`src/rtl/picture_crop_ctrl.sv`:
```
// Frame-level crop sequencer for the Ethernet-to-DDR video path (gmii_rx_clk domain).
// Optional feature macro: PICTURE_CROP_DROP_CNT_EN adds a saturating drop_cnt output.
module picture_crop_ctrl #(
  parameter int SRC_H  = 800,
  parameter int SRC_V  = 480,
  parameter int CNT_W  = 11,
  parameter int DEF_X0 = 160,
  parameter int DEF_X1 = 640,
  parameter int DEF_Y0 = 104,
  parameter int DEF_Y1 = 376
) (
  input  logic             gmii_rx_clk,
  input  logic             sys_rst_n,
  input  logic             enable,
  input  logic             frame_start,
  input  logic             pix_vld_i,
  input  logic             cfg_wr,
  input  logic [CNT_W-1:0] cfg_x0,
  input  logic [CNT_W-1:0] cfg_x1,
  input  logic [CNT_W-1:0] cfg_y0,
  input  logic [CNT_W-1:0] cfg_y1,
  output logic             cfg_err,
  output logic             crop_vld_o,
  output logic             crop_sof_o,
  output logic             crop_eol_o,
  output logic             frame_done_o,
  output logic             frame_abort_o,
  output logic [15:0]      frame_cnt,
  output logic             busy_o
`ifdef PICTURE_CROP_DROP_CNT_EN
  ,
  output logic [15:0]      drop_cnt
`endif
);

  typedef enum logic [1:0] {IDLE, WAIT_SOF, ACTIVE, DONE} state_t;

  typedef struct packed {
    logic [CNT_W-1:0] x0;
    logic [CNT_W-1:0] x1;
    logic [CNT_W-1:0] y0;
    logic [CNT_W-1:0] y1;
  } win_t;

  localparam logic [CNT_W-1:0] ONE    = CNT_W'(1);
  localparam logic [CNT_W-1:0] H_LAST = CNT_W'(SRC_H - 1);
  localparam logic [CNT_W-1:0] V_LAST = CNT_W'(SRC_V - 1);
  localparam logic [CNT_W-1:0] H_MAX  = CNT_W'(SRC_H);
  localparam logic [CNT_W-1:0] V_MAX  = CNT_W'(SRC_V);
  localparam win_t DEF_WIN = '{x0: CNT_W'(DEF_X0), x1: CNT_W'(DEF_X1),
                               y0: CNT_W'(DEF_Y0), y1: CNT_W'(DEF_Y1)};

  state_t           state_q, state_d;
  logic [CNT_W-1:0] x_q, x_d, y_q, y_d;
  win_t             act_q, act_d, pend_q, pend_d;
  logic             cfg_err_q, cfg_err_d;
  logic             vld_q, vld_d, sof_q, sof_d, eol_q, eol_d;
  logic             done_q, done_d, abort_q, abort_d;
  logic [15:0]      frame_cnt_q, frame_cnt_d;
  logic             cfg_ok, in_win;
`ifdef PICTURE_CROP_DROP_CNT_EN
  logic [15:0]      drop_q, drop_d;
`endif

  assign cfg_ok = (cfg_x0 < cfg_x1) && (cfg_x1 <= H_MAX) &&
                  (cfg_y0 < cfg_y1) && (cfg_y1 <= V_MAX);
  assign in_win = (x_q >= act_q.x0) && (x_q < act_q.x1) &&
                  (y_q >= act_q.y0) && (y_q < act_q.y1);

  always_comb begin
    // NOTE: every *_d gets a default first so no path leaves it unassigned (no latches).
    state_d     = state_q;
    x_d         = x_q;
    y_d         = y_q;
    act_d       = act_q;
    pend_d      = pend_q;
    frame_cnt_d = frame_cnt_q;
    cfg_err_d   = 1'b0;
    vld_d       = 1'b0;
    sof_d       = 1'b0;
    eol_d       = 1'b0;
    done_d      = 1'b0;
    abort_d     = 1'b0;

    // The copy into act_d below reads pend_q, so a coincident cfg_wr lands one frame later.
    if (cfg_wr) begin
      if (cfg_ok) pend_d = '{x0: cfg_x0, x1: cfg_x1, y0: cfg_y0, y1: cfg_y1};
      else        cfg_err_d = 1'b1;
    end

    unique case (state_q)
      IDLE: if (enable) state_d = WAIT_SOF;
      WAIT_SOF: begin
        if (frame_start) begin
          state_d = ACTIVE;
          act_d   = pend_q;
          x_d     = '0;
          y_d     = '0;
        end
      end
      ACTIVE: begin
        if (frame_start) begin
          abort_d = 1'b1;
          act_d   = pend_q;
          x_d     = '0;
          y_d     = '0;
        end else if (pix_vld_i) begin
          vld_d = in_win;
          sof_d = in_win && (x_q == act_q.x0) && (y_q == act_q.y0);
          eol_d = in_win && (x_q == act_q.x1 - ONE);
          if (x_q == H_LAST) begin
            x_d = '0;
            if (y_q == V_LAST) begin
              y_d         = '0;
              state_d     = DONE;
              done_d      = 1'b1;
              frame_cnt_d = frame_cnt_q + 16'd1;
            end else begin
              y_d = y_q + ONE;
            end
          end else begin
            x_d = x_q + ONE;
          end
        end
      end
      DONE: state_d = enable ? WAIT_SOF : IDLE;
      default: state_d = IDLE;
    endcase
  end

`ifdef PICTURE_CROP_DROP_CNT_EN
  always_comb begin
    drop_d = drop_q;
    if (pix_vld_i && (state_q != ACTIVE) && (drop_q != 16'hFFFF)) drop_d = drop_q + 16'd1;
  end
`endif

  // NOTE: state uses non-blocking assignments only; the window registers are plain flops and
  // take their DEF values in the synchronous reset like every other register.
  always_ff @(posedge gmii_rx_clk) begin
    if (!sys_rst_n) begin
      state_q     <= IDLE;
      x_q         <= '0;
      y_q         <= '0;
      act_q       <= DEF_WIN;
      pend_q      <= DEF_WIN;
      cfg_err_q   <= 1'b0;
      vld_q       <= 1'b0;
      sof_q       <= 1'b0;
      eol_q       <= 1'b0;
      done_q      <= 1'b0;
      abort_q     <= 1'b0;
      frame_cnt_q <= '0;
`ifdef PICTURE_CROP_DROP_CNT_EN
      drop_q      <= '0;
`endif
    end else begin
      state_q     <= state_d;
      x_q         <= x_d;
      y_q         <= y_d;
      act_q       <= act_d;
      pend_q      <= pend_d;
      cfg_err_q   <= cfg_err_d;
      vld_q       <= vld_d;
      sof_q       <= sof_d;
      eol_q       <= eol_d;
      done_q      <= done_d;
      abort_q     <= abort_d;
      frame_cnt_q <= frame_cnt_d;
`ifdef PICTURE_CROP_DROP_CNT_EN
      drop_q      <= drop_d;
`endif
    end
  end

  assign cfg_err       = cfg_err_q;
  assign crop_vld_o    = vld_q;
  assign crop_sof_o    = sof_q;
  assign crop_eol_o    = eol_q;
  assign frame_done_o  = done_q;
  assign frame_abort_o = abort_q;
  assign frame_cnt     = frame_cnt_q;
  assign busy_o        = (state_q == ACTIVE);
`ifdef PICTURE_CROP_DROP_CNT_EN
  assign drop_cnt      = drop_q;
`endif

endmodule

```
`config.mk`:
```
export PLATFORM = sky130hd
export DESIGN_NAME = picture_crop_ctrl
export DESIGN_NICKNAME = d
export VERILOG_FILES = /design/src/rtl/picture_crop_ctrl.sv
export SDC_FILE = /design/constraint.sdc
export NUM_CORES = 1
export LEC_CHECK = 0
export CAP_MARGIN = 20
export CORE_MARGIN = 5
export CORE_UTILIZATION = 50
export CTS_CLUSTER_SIZE = 8
export DETAILED_ROUTE_END_ITERATION = 10
export GPL_TIMING_DRIVEN = 1
export PLACE_DENSITY_LB_ADDON = 0.1
export SLEW_MARGIN = 20
export SYNTH_ARGS = -nofsm -noshare
export SYNTH_HDL_FRONTEND = slang
export SYNTH_SLANG_ARGS = --single-unit
```
`constraint.sdc`:
```
create_clock -name gmii_rx_clk -period 5.2 [get_ports gmii_rx_clk]
set_input_delay 0.78 -clock gmii_rx_clk [delete_from_list [all_inputs] [get_ports gmii_rx_clk]]
set_output_delay 0.78 -clock gmii_rx_clk [all_outputs]
set_load 0.1 [all_outputs]
```
==> results of run 1 <==
## final timing paths
path | startpoint | endpoint | slack, ns
max | cfg_x1[10] | pend_q[12] | 1.88
min | act_q[1] | act_q[1] | 0.45
max reg2reg | state_q[0] | crop_eol_o | 2.53
min reg2reg | act_q[1] | act_q[1] | 0.45
## where the power goes
part	internal (mW)	leakage, nW	switching, mW
logic	0.221	2.08	0.415
registers	1.08	1.08	0.0409
clock network	0.800	0.297	0.441
## metal layers
metal,up-vias,GRT usage (%),wire [µm]
met2,142,29.46,7289
met3,33,3.937,632
met4,0,7.333,393
li1,3122,-,-
met5,-,0,0
met1,2820,26.21,8243
## metrics by stage
| stage | instance area (µm²) | hold WS, ns |
|---|---|---|
| floorplan | 7337 | 0.4270 |
| global placement | 8094 | 0.4436 |
| detailed placement | 8094 | 0.4477 |
| CTS | 8705 | 0.4557 |
| global route | 8707 | 0.4768 |
| finish | 8707 | 0.4528 |
## state kept, by name, summed over array words and instances, names as in the netlist
| signal | cells |
|---|---|
| crop_sof_o | 1 |
| pend_q | 44 |
| x_q | 11 |
| crop_eol_o | 1 |
| frame_abort_o | 1 |
| state_q | 2 |
| cfg_err | 1 |
| crop_vld_o | 1 |
| frame_done_o | 1 |
| y_q | 11 |
| act_q | 44 |
| frame_cnt | 16 |
## cells by family after synthesis
family,count (synthesis),synth area share [%]
multiplexers,44,6.003
adder cells (fa/ha/maj),71,12.11
buffers and inverters,109,6.736
AND/OR/NAND/NOR,355,22.49
AO/OA/AOI/OAI,119,10.73
XOR/XNOR,45,5.372
flip-flops,134,36.56
## tightest hold or removal path: stages, from the launching register on
cell and delay, ns:
dfxtp_1 0.31, nand2_1 0.05, a21oi_1 0.05
## layout make-up
| type | count | area [µm²] | area share (%) |
|---|---|---|---|
| Multi-Input combinational cell | 634 | 4172 | 47.91 |
| Inverter | 71 | 266.5 | 3.061 |
| Clock buffer | 19 | 432.9 | 4.972 |
| Clock inverter | 12 | 177.7 | 2.041 |
| Tap cell | 184 | 230.2 | 2.644 |
| Timing Repair Buffer | 76 | 745.7 | 8.564 |
| Sequential cell | 134 | 2683 | 30.81 |
## cells in the final DEF (no fill, tap or decap), types with 2 or more instances in the layout
cell	count
a21oi_1	60
inv_1	70
nand3b_1	3
mux2i_1	44
nor2_1	72
a21o_1	6
or3_1	3
nand3_1	27
a221oi_1	2
dfxtp_1	134
nand4_1	19
buf_4	4
a2111oi_0	3
clkinv_4	3
nand2b_1	4
nand2_1	167
nor3_1	18
o41ai_1	3
xor2_1	31
o21ai_0	8
a211oi_1	2
nor3b_1	3
clkinv_2	3
nor4_1	3
nor4b_1	3
xnor2_1	14
clkdlybuf4s50_1	71
bufinv_16	4
clkbuf_1	2
and3_1	10
ha_1	71
a2bb2oi_1	2
clkbuf_16	17
and4_1	7
o211ai_1	15
nor2b_1	6
nor4_4	3
==> out/results.ini, run 1 <==
[global_routing]
grt_pass1_wl_mm=28.08
grt_start_max_net_pins=80
first_global_vias=6048
grt_overflow=0
grt_usage_pct=19.05
antenna_found_initial=0

[synth]
synth-edff-count=0
synth_cells=877
synthTopCellsByArea=dfxtp_1 37%, ha_1 12%, nand2_1 8.6%
synth_nets=998
ys_types=62
synth_top_area_share_pct=36.56
syn_area_um2=7337
synth_area_leader_cell=dfxtp_1
yosysMostFrequentCell=nand2_1
syn_area_per_cell_um2=8.366
async_flop_share_pct=0
synthTopCellsByCount=168 x nand2_1, 134 x dfxtp_1, 72 x nor2_1
synth_warnings=0
seq_area_frac_synth_pct=36.56
synthFlopType=dfxtp_1
ys_ff_latch=134

[timing]
grt_setup_unrepaired=false
fmax_mhz=301.2
final_hold_viol_count=0
slew_headroom_pct=34.10
fin_crit_ns=3.321
worst_slew_pin_slew_ns=0.9854
finalMaxSlewViolations=0
fin_ws_ns=1.880
finalCritPeriodShare_pct=63.86
skew_ns=0.006802
setup_viol=0
setup-tns-final_ns=0

[power_and_ir_drop]
total_power_mw=3.001
power.leakage_nw=3.459
power.density_nw_per_um2=344.7
ir_drop_v=0.0002749

[critical_path]
required_ns=5.54
startpoint_type=primary input
worst-path-max-fanout=44
cp.arrival_ns=3.66
crit_chain=clkdlybuf4s50_1 -> inv_1 -> ha_1 -> or4_4 -> a2111oi_4 -> o311ai_1 -> nor4_4 -> buf_4 -> mux2i_1
worst_r2r_path_depth=8
path_buf_inv=3
cp.depth=9
slowest_stage=buf_4
end_kind=flop
crit_type=primary input to flop
max_stage_delay_ns=0.61
cp_top_family=buffers and inverters

[floorplan]
rows=44
die-area_um2=17200
coreArea_um2=14480
io-pin-count=73
dieHeight_um=131.1
floorplan.initialDensity_pct=50.67
dieWidth_um=131.1

[route]
dr.pass1.iters=5
drt_iter0_drc=465
wl_mm=16.56
drc=0
vias_per_cell=5.413
wire_per_inst_um=14.65
ant_nets=0
vias=6117

[clock_network]
clock_latency_ns=0.41
numClockSinks=134
clock_path_buffers=2
root_buffer=clkbuf_16
postCtsSetupRepairBufs=0
htreeDepth=4
postCtsHoldBufs=0
cts_tree=built
tritoncts.num_buffers=17
clk_pin_slew_ns=0.06
postCtsResizedCells=0

[run]
max_cap_violations=0

[final_layout]
post-route-util_pct=60.14
final_nets=1055
area_delta_synth_final_pct=18.67
fill_cells=1269
fin_cells=1130
n_antenna_cell=0
drive_gt1_share_pct=4.757

[worst_hold_path]
min_path_type=flop to flop
hold_depth=2

[placed_design]
dp_hpwl_mm=12.30
place_ws_ns=1.450
numPortBuffers=72
place.gp.congestion=0.9040
dp.cells=1099

[status]
status=completed

(Power assumes the default switching activity.)
==> inputs of run 2 (changes only) <==
Clock period 5.2 ns to 3.1 ns, I/O delays scaled along.
==> run 2 against run 1 <==
  * Critical endpoint is now pend_q[1]
  * Critical path type unchanged
  * Wire length grew 0.11%
  * Register-to-register slack lost 2.0 ns
  * Via count is 0.29% lower
  * Largest cell class unchanged
==> out/results.ini, run 2 (synthesis gave the netlist of run 1 again) <==
[timing]
finalCritPeriodShare_pct=89.15
finalMaxSlewViolations=0  ; unchanged
hold_slack_ns=0.4513  ; -0.001415 ns
worst_slew_pin_slew_ns=0.7982  ; -0.1872 ns
skew_ns=0.005413  ; -0.001389 ns
grt_setup_unrepaired=false
fmax_mhz=361.9
setup_viol=0  ; unchanged
final_hold_viol_count=0  ; unchanged
fin_crit_ns=2.764
slew_headroom_pct=46.79  ; +13 points

[route]
ant_nets=0  ; unchanged
wire_per_inst_um=14.59  ; -0.41%
vias=6099  ; -0.29%
drc=0  ; unchanged
wl_mm=16.58  ; +0.11%
dr.pass1.iters=5  ; unchanged
drt_iter0_drc=425  ; -8.6%
vias_per_cell=5.369  ; -0.82%

[clock_network]
tritoncts.num_buffers=17  ; unchanged
postCtsHoldBufs=0  ; unchanged
postCtsResizedCells=0  ; unchanged
numClockSinks=134  ; unchanged
postCtsSetupRepairBufs=0  ; unchanged
root_buffer=clkbuf_16
cts_tree=built
clock_latency_ns=0.42  ; about the same
clock_path_buffers=2  ; unchanged
htreeDepth=4  ; unchanged
clk_pin_slew_ns=0.05  ; about the same

[power_and_ir_drop]
power.density_nw_per_um2=560.8  ; +63%
total_power_mw=4.846  ; +61%
power.leakage_nw=3.506  ; +1.4%
ir_drop_v=0.0004766  ; +73%

[floorplan]
die-area_um2=17200  ; unchanged
rows=44  ; unchanged
dieHeight_um=131.1  ; unchanged
dieWidth_um=131.1  ; unchanged
floorplan.initialDensity_pct=50.67  ; unchanged
coreArea_um2=14480  ; unchanged
io-pin-count=73  ; unchanged

[critical_path]
required_ns=3.44  ; -2.10 ns
end_kind=flop
startpoint_type=primary input
crit_type=primary input to flop
ff2ff_setup_slack_ns=0.49  ; -2.04 ns
worst_r2r_path_depth=7  ; -1
cp.arrival_ns=3.10  ; -0.56 ns
r2r_end=frame_cnt[13]
timing.rr.start=x_q[1]
worst-path-max-fanout=44  ; unchanged

[global_routing]
grt_overflow=0  ; unchanged
first_global_vias=6111  ; +1.0%
grt_start_max_net_pins=80  ; unchanged
antenna_found_initial=0  ; unchanged
grt_pass1_wl_mm=28.50  ; +1.5%
grt_usage_pct=19.26  ; +0.21 points

[worst_hold_path]
min-delay-start=act_q[0]
min_path_type=flop to flop
hold_end=act_q[0]
hold_depth=2  ; unchanged

[final_layout]
fill_cells=1267  ; -0.16%
final_cell_mix=168 x nand2_1, 134 x dfxtp_1, 72 x nor2_1, 71 x ha_1, 70 x inv_1
mostFrequentLayoutCell=nand2_1
area_delta_synth_final_pct=17.79
fin_cells=1136  ; +0.53%
final_nets=1060  ; +0.47%
n_antenna_cell=0  ; unchanged
drive_gt1_share_pct=7.458  ; +2.7 points
post-route-util_pct=59.69  ; -0.45 points

[run]
max_cap_violations=0  ; unchanged

[placed_design]
place.gp.congestion=0.8825  ; -2.4%
dp.cells=1104  ; +0.45%
dp_hpwl_mm=12.28  ; -0.20%
numPortBuffers=72  ; unchanged

[status]
status=completed

-- run 2: cell type report --
type                            instances  area, µm²  area share [%]
Clock buffer                           24      481.7           5.574
Timing Repair Buffer                   81      738.2           8.542
Inverter                               71      266.5           3.084
Multi-Input combinational cell        634       4169           48.24
Tap cell                              184      230.2           2.664
Sequential cell                       134       2683           31.04
Clock inverter                          8      73.82          0.8542
-- run 2: through the flow --
stage | cell area, µm² | TNS [ns] | setup WS, ns
CTS | 8642 | 0 | 0.3361
detailed placement | 8087 | -2.923 | -0.09296
global route | 8642 | 0 | 0.2051
finish | 8642 | 0 | 0.3364
global placement | 8087 | -1.253 | -0.03341
floorplan | 7337 | 0 | 0.4513
-- run 2: power by group --
group	internal [mW]	switching [mW]	total, mW
clock	1.16	0.725	1.89
combinational	0.378	0.701	1.08
sequential	1.82	0.0636	1.88
total	3.36	1.49	4.85
-- run 2: worst max-delay path, cell delays in order --
cell             delay (ns)
clkdlybuf4s50_1        0.47
inv_1                  0.06
ha_1                   0.18
or4_4                  0.49
a2111oi_4              0.31
o311ai_1               0.21
nor4_4                 0.34
buf_12                 0.32
mux2i_1                0.23
-- run 2: how the worst max path moves through the flow --
stage	start	end	slack [ns]	cells after the start
global route	cfg_x1[10]	pend_q[23]	0.21	9
detailed placement	cfg_x1[10]	pend_q[1]	-0.09	9
floorplan	state_q[0]	crop_eol_o	0.45	8
finish	cfg_x1[10]	pend_q[1]	0.34	9
global placement	cfg_x1[10]	pend_q[36]	-0.03	9
CTS	cfg_x1[10]	pend_q[1]	0.34	9
-- run 2: metal layers --
layer	part of all wire, %	GRT usage (%)	vias up
li1	-	-	3127
met1	49	25.98	2799
met2	45	30.45	149
met3	4.9	4.664	24
met4	1.7	6.293	0
met5	0	0	-
